File: config.mk
export PLATFORM = sky130hd
export DESIGN_NAME = nvme_user_rst_req
export DESIGN_NICKNAME = d
export VERILOG_FILES = /design/src/rtl/nvme_rst_pkg.sv /design/src/rtl/nvme_user_rst_req.sv
export SDC_FILE = /design/constraint.sdc
export NUM_CORES = 1
export LEC_CHECK = 0
export ABC_AREA = 1
export BUFFER_PORTS_ARGS = -buffer_cell sky130_fd_sc_hd__buf_2
export CELL_PAD_IN_SITES_DETAIL_PLACEMENT = 0
export CELL_PAD_IN_SITES_GLOBAL_PLACEMENT = 2
export CORE_MARGIN = 4
export CORE_UTILIZATION = 23
export DETAILED_ROUTE_END_ITERATION = 10
export PLACE_DENSITY_LB_ADDON = 0.3
export SETUP_SLACK_MARGIN = 0.02
export SLEW_MARGIN = 10
export SYNTH_ARGS = -nofsm -noshare
export SYNTH_HDL_FRONTEND = slang
export SYNTH_SLANG_ARGS = --single-unit
export TNS_END_PERCENT = 30
File: constraint.sdc
create_clock -name cpu_bus_clk -period 1.4 [get_ports cpu_bus_clk]
set_input_delay 0.14 -clock cpu_bus_clk [delete_from_list [all_inputs] [get_ports cpu_bus_clk]]
set_output_delay 0.14 -clock cpu_bus_clk [all_outputs]
set_load 0.01 [all_outputs]
File: src/rtl/nvme_rst_pkg.sv
// Purpose : shared encodings and defaults for the NVMe user-reset request block.
// Latency : n/a (declarations only).
// Backpressure: n/a.
//
// Contents: one-hot FSM state encodings, the NSSR magic word ("NVMe") and the
// default timing parameters used by nvme_user_rst_req.
package nvme_rst_pkg;

  // One-hot state encoding for the reset request sequencer.
  typedef enum logic [4:0] {
    S_IDLE     = 5'b00001,
    S_REQ      = 5'b00010,
    S_WAIT_ACK = 5'b00100,
    S_WAIT_REL = 5'b01000,
    S_SETTLE   = 5'b10000
  } rst_state_e;

  // NSSR write data that requests a subsystem reset ("NVMe" in ASCII).
  localparam logic [31:0] NSSR_MAGIC = 32'h4E564D65;

  // Default timing, in cpu_bus_clk cycles.
  localparam int unsigned DEF_REQ_HOLD    = 4;
  localparam int unsigned DEF_ACK_TIMEOUT = 64;
  localparam int unsigned DEF_SETTLE      = 16;
  localparam int unsigned DEF_RDY_DLY     = 8;
  localparam int unsigned DEF_CNT_WIDTH   = 8;

  // Largest of four values; sizes the shared down-counter.
  function automatic int unsigned max4(input int unsigned a, input int unsigned b,
                                       input int unsigned c, input int unsigned d);
    int unsigned m;
    m = a;
    if (b > m) m = b;
    if (c > m) m = c;
    if (d > m) m = d;
    return m;
  endfunction

endpackage

File: src/rtl/nvme_user_rst_req.sv
// Purpose : turn NVMe controller reset events (CC.EN fall, NSSR magic write) into a
//           level-held user-logic reset request and track it to completion.
// Latency : request asserts 1 cycle after the trigger; all outputs are registered.
// Backpressure: none; triggers while busy are merged (NSSR) or dropped (CC.EN fall).
//
// Ports:
//   cpu_bus_clk / cpu_bus_rst   : clock, synchronous active-high reset
//   nvme_cc_en                  : CC.EN level from the register file
//   nssr_wr / nssr_wdata        : NSSR write strobe and data
//   nssro_clr                   : RW1C clear of CSTS.NSSRO
//   pcie_user_rst_n             : user reset returned by the PCIe sequencer (active-low)
//   pcie_user_logic_rst         : registered reset request to the sequencer
//   nvme_csts_rdy / nvme_csts_nssro : CSTS.RDY, CSTS.NSSRO (sticky)
//   rst_timeout                 : sticky, sequencer never acknowledged a request
//   rst_busy                    : any state other than IDLE
module nvme_user_rst_req
  import nvme_rst_pkg::*;
#(
  parameter int unsigned P_REQ_HOLD    = DEF_REQ_HOLD,
  parameter int unsigned P_ACK_TIMEOUT = DEF_ACK_TIMEOUT,
  parameter int unsigned P_SETTLE      = DEF_SETTLE,
  parameter int unsigned P_RDY_DLY     = DEF_RDY_DLY,
  parameter int unsigned P_CNT_WIDTH   = DEF_CNT_WIDTH
) (
  input  logic        cpu_bus_clk,
  input  logic        cpu_bus_rst,
  input  logic        nvme_cc_en,
  input  logic        nssr_wr,
  input  logic [31:0] nssr_wdata,
  input  logic        nssro_clr,
  input  logic        pcie_user_rst_n,
  output logic        pcie_user_logic_rst,
  output logic        nvme_csts_rdy,
  output logic        nvme_csts_nssro,
  output logic        rst_timeout,
  output logic        rst_busy
);

  localparam int unsigned MAX_P = max4(P_REQ_HOLD, P_ACK_TIMEOUT, P_SETTLE, P_RDY_DLY);

  // The shared counter must hold every reload value, and every interval is at least
  // one cycle long (reload values are P-1).
  generate
    if ((MAX_P >> P_CNT_WIDTH) != 0) begin : g_bad_cnt_width
      $error("nvme_user_rst_req: P_CNT_WIDTH too small for the largest timing parameter");
    end
    if (P_REQ_HOLD == 0 || P_ACK_TIMEOUT == 0 || P_SETTLE == 0 || P_RDY_DLY == 0) begin : g_bad_zero
      $error("nvme_user_rst_req: timing parameters must be nonzero");
    end
  endgenerate

  typedef logic [P_CNT_WIDTH-1:0] cnt_t;

  localparam cnt_t C_REQ    = cnt_t'(P_REQ_HOLD - 1);
  localparam cnt_t C_ACK    = cnt_t'(P_ACK_TIMEOUT - 1);
  localparam cnt_t C_SETTLE = cnt_t'(P_SETTLE - 1);
  localparam cnt_t C_RDY    = cnt_t'(P_RDY_DLY - 1);

  rst_state_e state, state_nxt;
  cnt_t       cnt, cnt_nxt;
  logic       pending, pending_nxt;
  logic       ack_seen, ack_seen_nxt;
  logic       cc_en_d;

  logic       cc_fall, nssr_hit, trig, cnt_zero;
  logic       logic_rst_nxt, rdy_nxt, nssro_nxt, timeout_nxt;

  assign cc_fall  = cc_en_d & ~nvme_cc_en;
  assign nssr_hit = nssr_wr & (nssr_wdata == NSSR_MAGIC);
  assign trig     = cc_fall | nssr_hit;
  assign cnt_zero = (cnt == '0);

  // ---------------------------------------------------------------------------
  // State and output registers
  // ---------------------------------------------------------------------------
  always_ff @(posedge cpu_bus_clk) begin
    if (cpu_bus_rst) begin
      state               <= S_IDLE;
      cnt                 <= '0;
      pending             <= 1'b0;
      ack_seen            <= 1'b0;
      cc_en_d             <= 1'b0;
      pcie_user_logic_rst <= 1'b0;
      nvme_csts_rdy       <= 1'b0;
      nvme_csts_nssro     <= 1'b0;
      rst_timeout         <= 1'b0;
    end else begin
      state               <= state_nxt;
      cnt                 <= cnt_nxt;
      pending             <= pending_nxt;
      ack_seen            <= ack_seen_nxt;
      cc_en_d             <= nvme_cc_en;
      pcie_user_logic_rst <= logic_rst_nxt;
      nvme_csts_rdy       <= rdy_nxt;
      nvme_csts_nssro     <= nssro_nxt;
      rst_timeout         <= timeout_nxt;
    end
  end

  // ---------------------------------------------------------------------------
  // Next-state, counter and pending-request logic
  // ---------------------------------------------------------------------------
  always_comb begin
    state_nxt    = state;
    cnt_nxt      = cnt;
    pending_nxt  = pending;
    ack_seen_nxt = ack_seen;

    // NSSR hits arriving mid-sequence collapse into a single follow-up request.
    if (nssr_hit && (state != S_IDLE)) pending_nxt = 1'b1;

    unique case (state)
      S_IDLE: begin
        if (trig) begin
          state_nxt    = S_REQ;
          cnt_nxt      = C_REQ;
          ack_seen_nxt = 1'b0;
        end else if (!nvme_cc_en) begin
          cnt_nxt = C_RDY;
        end else if (!cnt_zero) begin
          cnt_nxt = cnt - cnt_t'(1);
        end
      end

      S_REQ: begin
        // A fast sequencer may drop pcie_user_rst_n while we are still holding the
        // request; remember it so WAIT_ACK does not miss a short pulse.
        if (!pcie_user_rst_n) ack_seen_nxt = 1'b1;
        if (cnt_zero) begin
          state_nxt = S_WAIT_ACK;
          cnt_nxt   = C_ACK;
        end else begin
          cnt_nxt = cnt - cnt_t'(1);
        end
      end

      S_WAIT_ACK: begin
        if (!pcie_user_rst_n || ack_seen) begin
          state_nxt = S_WAIT_REL;
        end else if (cnt_zero) begin
          state_nxt = S_SETTLE;
          cnt_nxt   = C_SETTLE;
        end else begin
          cnt_nxt = cnt - cnt_t'(1);
        end
      end

      // No bound here: a hot reset may keep pcie_user_rst_n low for a long time.
      S_WAIT_REL: begin
        if (pcie_user_rst_n) begin
          state_nxt = S_SETTLE;
          cnt_nxt   = C_SETTLE;
        end
      end

      S_SETTLE: begin
        if (!cnt_zero) begin
          cnt_nxt = cnt - cnt_t'(1);
        end else if (pending) begin
          // Taking the pending request wins over a hit in this same cycle; that hit
          // is served by the request that is just starting.
          pending_nxt  = 1'b0;
          state_nxt    = S_REQ;
          cnt_nxt      = C_REQ;
          ack_seen_nxt = 1'b0;
        end else begin
          state_nxt = S_IDLE;
          cnt_nxt   = C_RDY;
        end
      end

      default: begin
        state_nxt = S_IDLE;
        cnt_nxt   = C_RDY;
      end
    endcase
  end

  // ---------------------------------------------------------------------------
  // Registered output values
  // ---------------------------------------------------------------------------
  always_comb begin
    logic_rst_nxt = (state_nxt == S_REQ);
    // RDY only sets after the counter has run out with CC.EN continuously high;
    // any CC.EN low or any trigger forces it back to 0.
    rdy_nxt       = (state == S_IDLE) && !trig && nvme_cc_en && cnt_zero;
    // Set wins over a simultaneous RW1C clear.
    nssro_nxt     = nssr_hit | (nvme_csts_nssro & ~nssro_clr);
    timeout_nxt   = rst_timeout |
                    ((state == S_WAIT_ACK) && pcie_user_rst_n && !ack_seen && cnt_zero);
  end

  assign rst_busy = (state != S_IDLE);

endmodule

==> impl_metrics.toml <==
[power_and_ir_drop]
p_sw_mw = 0.682
combPwrFrac = 0.460
switching_share = 0.358
p_clk_frac = 0.201
vdd_drop_max_v = 0.000425
power_density_nw_per_um2 = 897
p_leak_nw = 1.10
power.sequential.fraction = 0.338
internal_power_mw = 1.22

[global_route]
antenna_found_initial = 0
grt_pass1_wl_mm = 7.38
track_usage = 0.123
grt_pass1_vias = 1607
overflow = 0
grt_max_degree = 13

[setup_path]
cp_max_fo = 8
slowest_stage = "dfxtp_2"
crit_family = "simple AND/OR/NAND/NOR gates"
slowest_delay_ns = 0.32
cp.arrival_ns = 1.74
worstPathRequired_ns = 1.56
start_kind = "flip-flop"
crit_type = "reg2reg"
crit_top_cell = "nor2_4"
crit_chain = "inv_2 -> ha_4 -> nand2_2 -> nor2_4 -> inv_2 -> nor2_4 -> inv_4 -> nor2_4 -> nand3_4 -> nand2_4 -> nand2_1 -> nand2_1 -> nor2_1"
end_kind = "flip-flop"
path_buf_inv = 3

[clocking]
cts-root-buf = "clkbuf_8"
path_clk_slew_ns = 0.08
cts_buffers = 3
h-tree-depth = 1
clock_latency_ns = 0.26
cts_tree = "done"
clock_path_buffers = 2
cts_sinks = 20

[timing]
rsz0062_at_grt = "true"
fin_skew_ns = 0.00497
finalCritPeriodShare = 1.13
setup_slack_ns = -0.177
fin_crit_ns = 1.58
fmax_mhz = 634
relSlewSlack = 0.825
hold_slack_ns = 0.127
hold_violations = 0
slew_violations = 0
setup_viol = 14
tightest_slew_ns = 0.260

[drt]
first_pass_iters = 4
ant_nets = 0
vias = 1626
wire_per_inst_um = 11.2
avgViaCountPerCell = 4.23
route.detailed.drc = 0
first_iter_violations = 49
routed_wl_mm = 4.31

[status]
violations = "negative setup slack"
status = "finished with violations"

[floorplanning]
core_um2 = 5960
io_pins = 43
die_area_um2 = 7480
start_util = 0.238
die_x_um = 86.5
std_cell_rows = 28
die_h_um = 86.5

[worst_hold_path]
hp-class = "in2reg"

[cells_and_area]
area_growth_pct = 49.8
drive_above_1_share = 0.401
fin_util = 0.356
antenna_cells = 0
layout.nets = 350

[synthesis]
synth.avg_cell_area_um2 = 6.24
synth.area.top_cells = "dfxtp_1 (28%), nand2_1 (16%), nand3_1 (8.8%)"
synth_area_um2 = 1420
synthDistinctLibCells = 28
synth_nets = 266
synth.top_cell.area_share = 0.283
ys_seq_area_frac = 0.283
yosysTopAreaCell = "dfxtp_1"
synth.yosys.warnings = 0
postSynthCellCount = 227
ys_seq_elements = 20

[placed_design]
dp_hpwl_mm = 3.56
gp_congestion = 0.796
numPortBuffers = 42

[job]
maxCapViolCount = 0
kinds of logic after synthesis:
group,share of synthesized area
xor gates and xnor gates,0.0124
AOI/OAI and AO/OA,0.0857
DFF,0.283
and+or+nand+nor,0.507
buffers and inverters,0.103
adders and majority gates,0.00883
cell type report:
type | instances | area, um^2
Sequential cell | 20 | 407
Tap cell | 75 | 93.8
Timing Repair Buffer | 81 | 507
Multi-Input combinational cell | 168 | 932
Inverter | 37 | 141
Clock buffer | 3 | 41.3
Fill cell | 681 | 3830
power groups by stage:
| stage | Clock, mW | Combinational (mW) | Sequential [mW] |
|---|---|---|---|
| 2_1_floorplan | 0 | 0.457 | 0.654 |
| 6_report | 0.384 | 0.877 | 0.644 |
| 3_3_place_gp | 0 | 0.786 | 0.654 |
| 5_1_grt | 0.421 | 0.988 | 0.647 |
| 4_1_cts | 0.403 | 0.800 | 0.641 |
| 3_5_place_dp | 0 | 0.776 | 0.653 |
what timing repair did:
item                                    4_1_cts  5_1_grt
hold buffers                                  0        0
pin swaps                                     2        5
buffers inserted                              2        4
gates resized for setup                       6       14
endpoints found under the setup margin       15       18
worst register-to-register path, cell delays in order, from the launching register on:
cell,delay [ns]
dfxtp_2,0.32
inv_2,0.07
ha_4,0.14
nand2_2,0.06
nor2_4,0.13
inv_2,0.06
nor2_4,0.14
inv_4,0.06
nor2_4,0.09
nand3_4,0.11
nand2_4,0.13
nand2_1,0.07
nand2_1,0.05
nor2_1,0.04
layer usage:
layer / up-vias / track usage / wire (um)
met3: 2 / 0.0133 / 170
li1: 885 / - / -
met5: - / 0 / 0
met4: 0 / 0.0297 / 40
met2: 33 / 0.223 / 2190
met1: 706 / 0.154 / 1910
cell usage in the layout (no fill, tap or decap), drive strengths merged:
cell type | synthesis | final
buf | 0 | 81
nand2 | 64 | 64
nor2 | 39 | 39
inv | 37 | 37
nand3 | 30 | 30
dfxtp | 20 | 20
a21oi | 8 | 8
o21ai | 6 | 6
nand4 | 5 | 5
nand3b | 4 | 4
a31oi | 3 | 3
clkbuf | 2 | 3
xor2 | 2 | 2
nor3 | 2 | 2
o2111ai | 1 | 1
o22ai | 1 | 1
o211a | 1 | 1
a211oi | 1 | 1
ha | 1 | 1
registers in the layout, summed over array words and instances (netlist names):
| register | cells |
|---|---|
| pending | 1 |
| cnt | 8 |
| nvme_csts_nssro | 1 |
| pcie_user_logic_rst | 1 |
| nvme_csts_rdy | 1 |
| state | 5 |
| cc_en_d | 1 |
| ack_seen | 1 |
| rst_timeout | 1 |
synthesized netlist by cell type:
cell type  number
o211a_1         1
o22ai_1         1
nand2_4         1
nand4_1         2
a211oi_1        1
nand4_2         2
nand2_1        60
inv_1          33
xor2_1          2
nand3_2         4
nor2_2          2
dfxtp_1        20
nand3_4         1
o2111ai_1       1
nor2_4          4
nand2_2         3
ha_1            1
nand3_1        25
nor3_1          2
nand3b_1        4
o21ai_1         3
nand4_4         1
nor2_1         33
clkbuf_1        2
inv_2           4
o21ai_0         3
a21oi_1         8
a31oi_1         3
final timing paths:
path         cells past startpoint  slack (ns)                   start                         end
max reg2reg                     13       -0.18     cnt[1]$_SDFFE_PP0P_         cnt[0]$_SDFFE_PP0P_
min                              4        0.13               nssro_clr  nvme_csts_nssro$_SDFF_PP0_
max                             13       -0.18     cnt[1]$_SDFFE_PP0P_         cnt[0]$_SDFFE_PP0P_
min reg2reg                      2        0.45  rst_timeout$_SDFF_PP0_      rst_timeout$_SDFF_PP0_
metrics by stage:
stage	area, um^2	instances	total power [mW]	setup WS (ns)	TNS, ns
6_report	2120	384	1.90	-0.177	-1.64
5_1_grt	2120	384	2.06	-0.317	-3.68
4_1_cts	2050	380	1.84	-0.160	-1.44
3_5_place_dp	1980	375	1.43	-0.163	-1.41
3_3_place_gp	1980	375	1.44	-0.116	-0.981
2_1_floorplan	1440	227	1.11	-0.0616	-0.317
(Power assumes the default switching activity.)
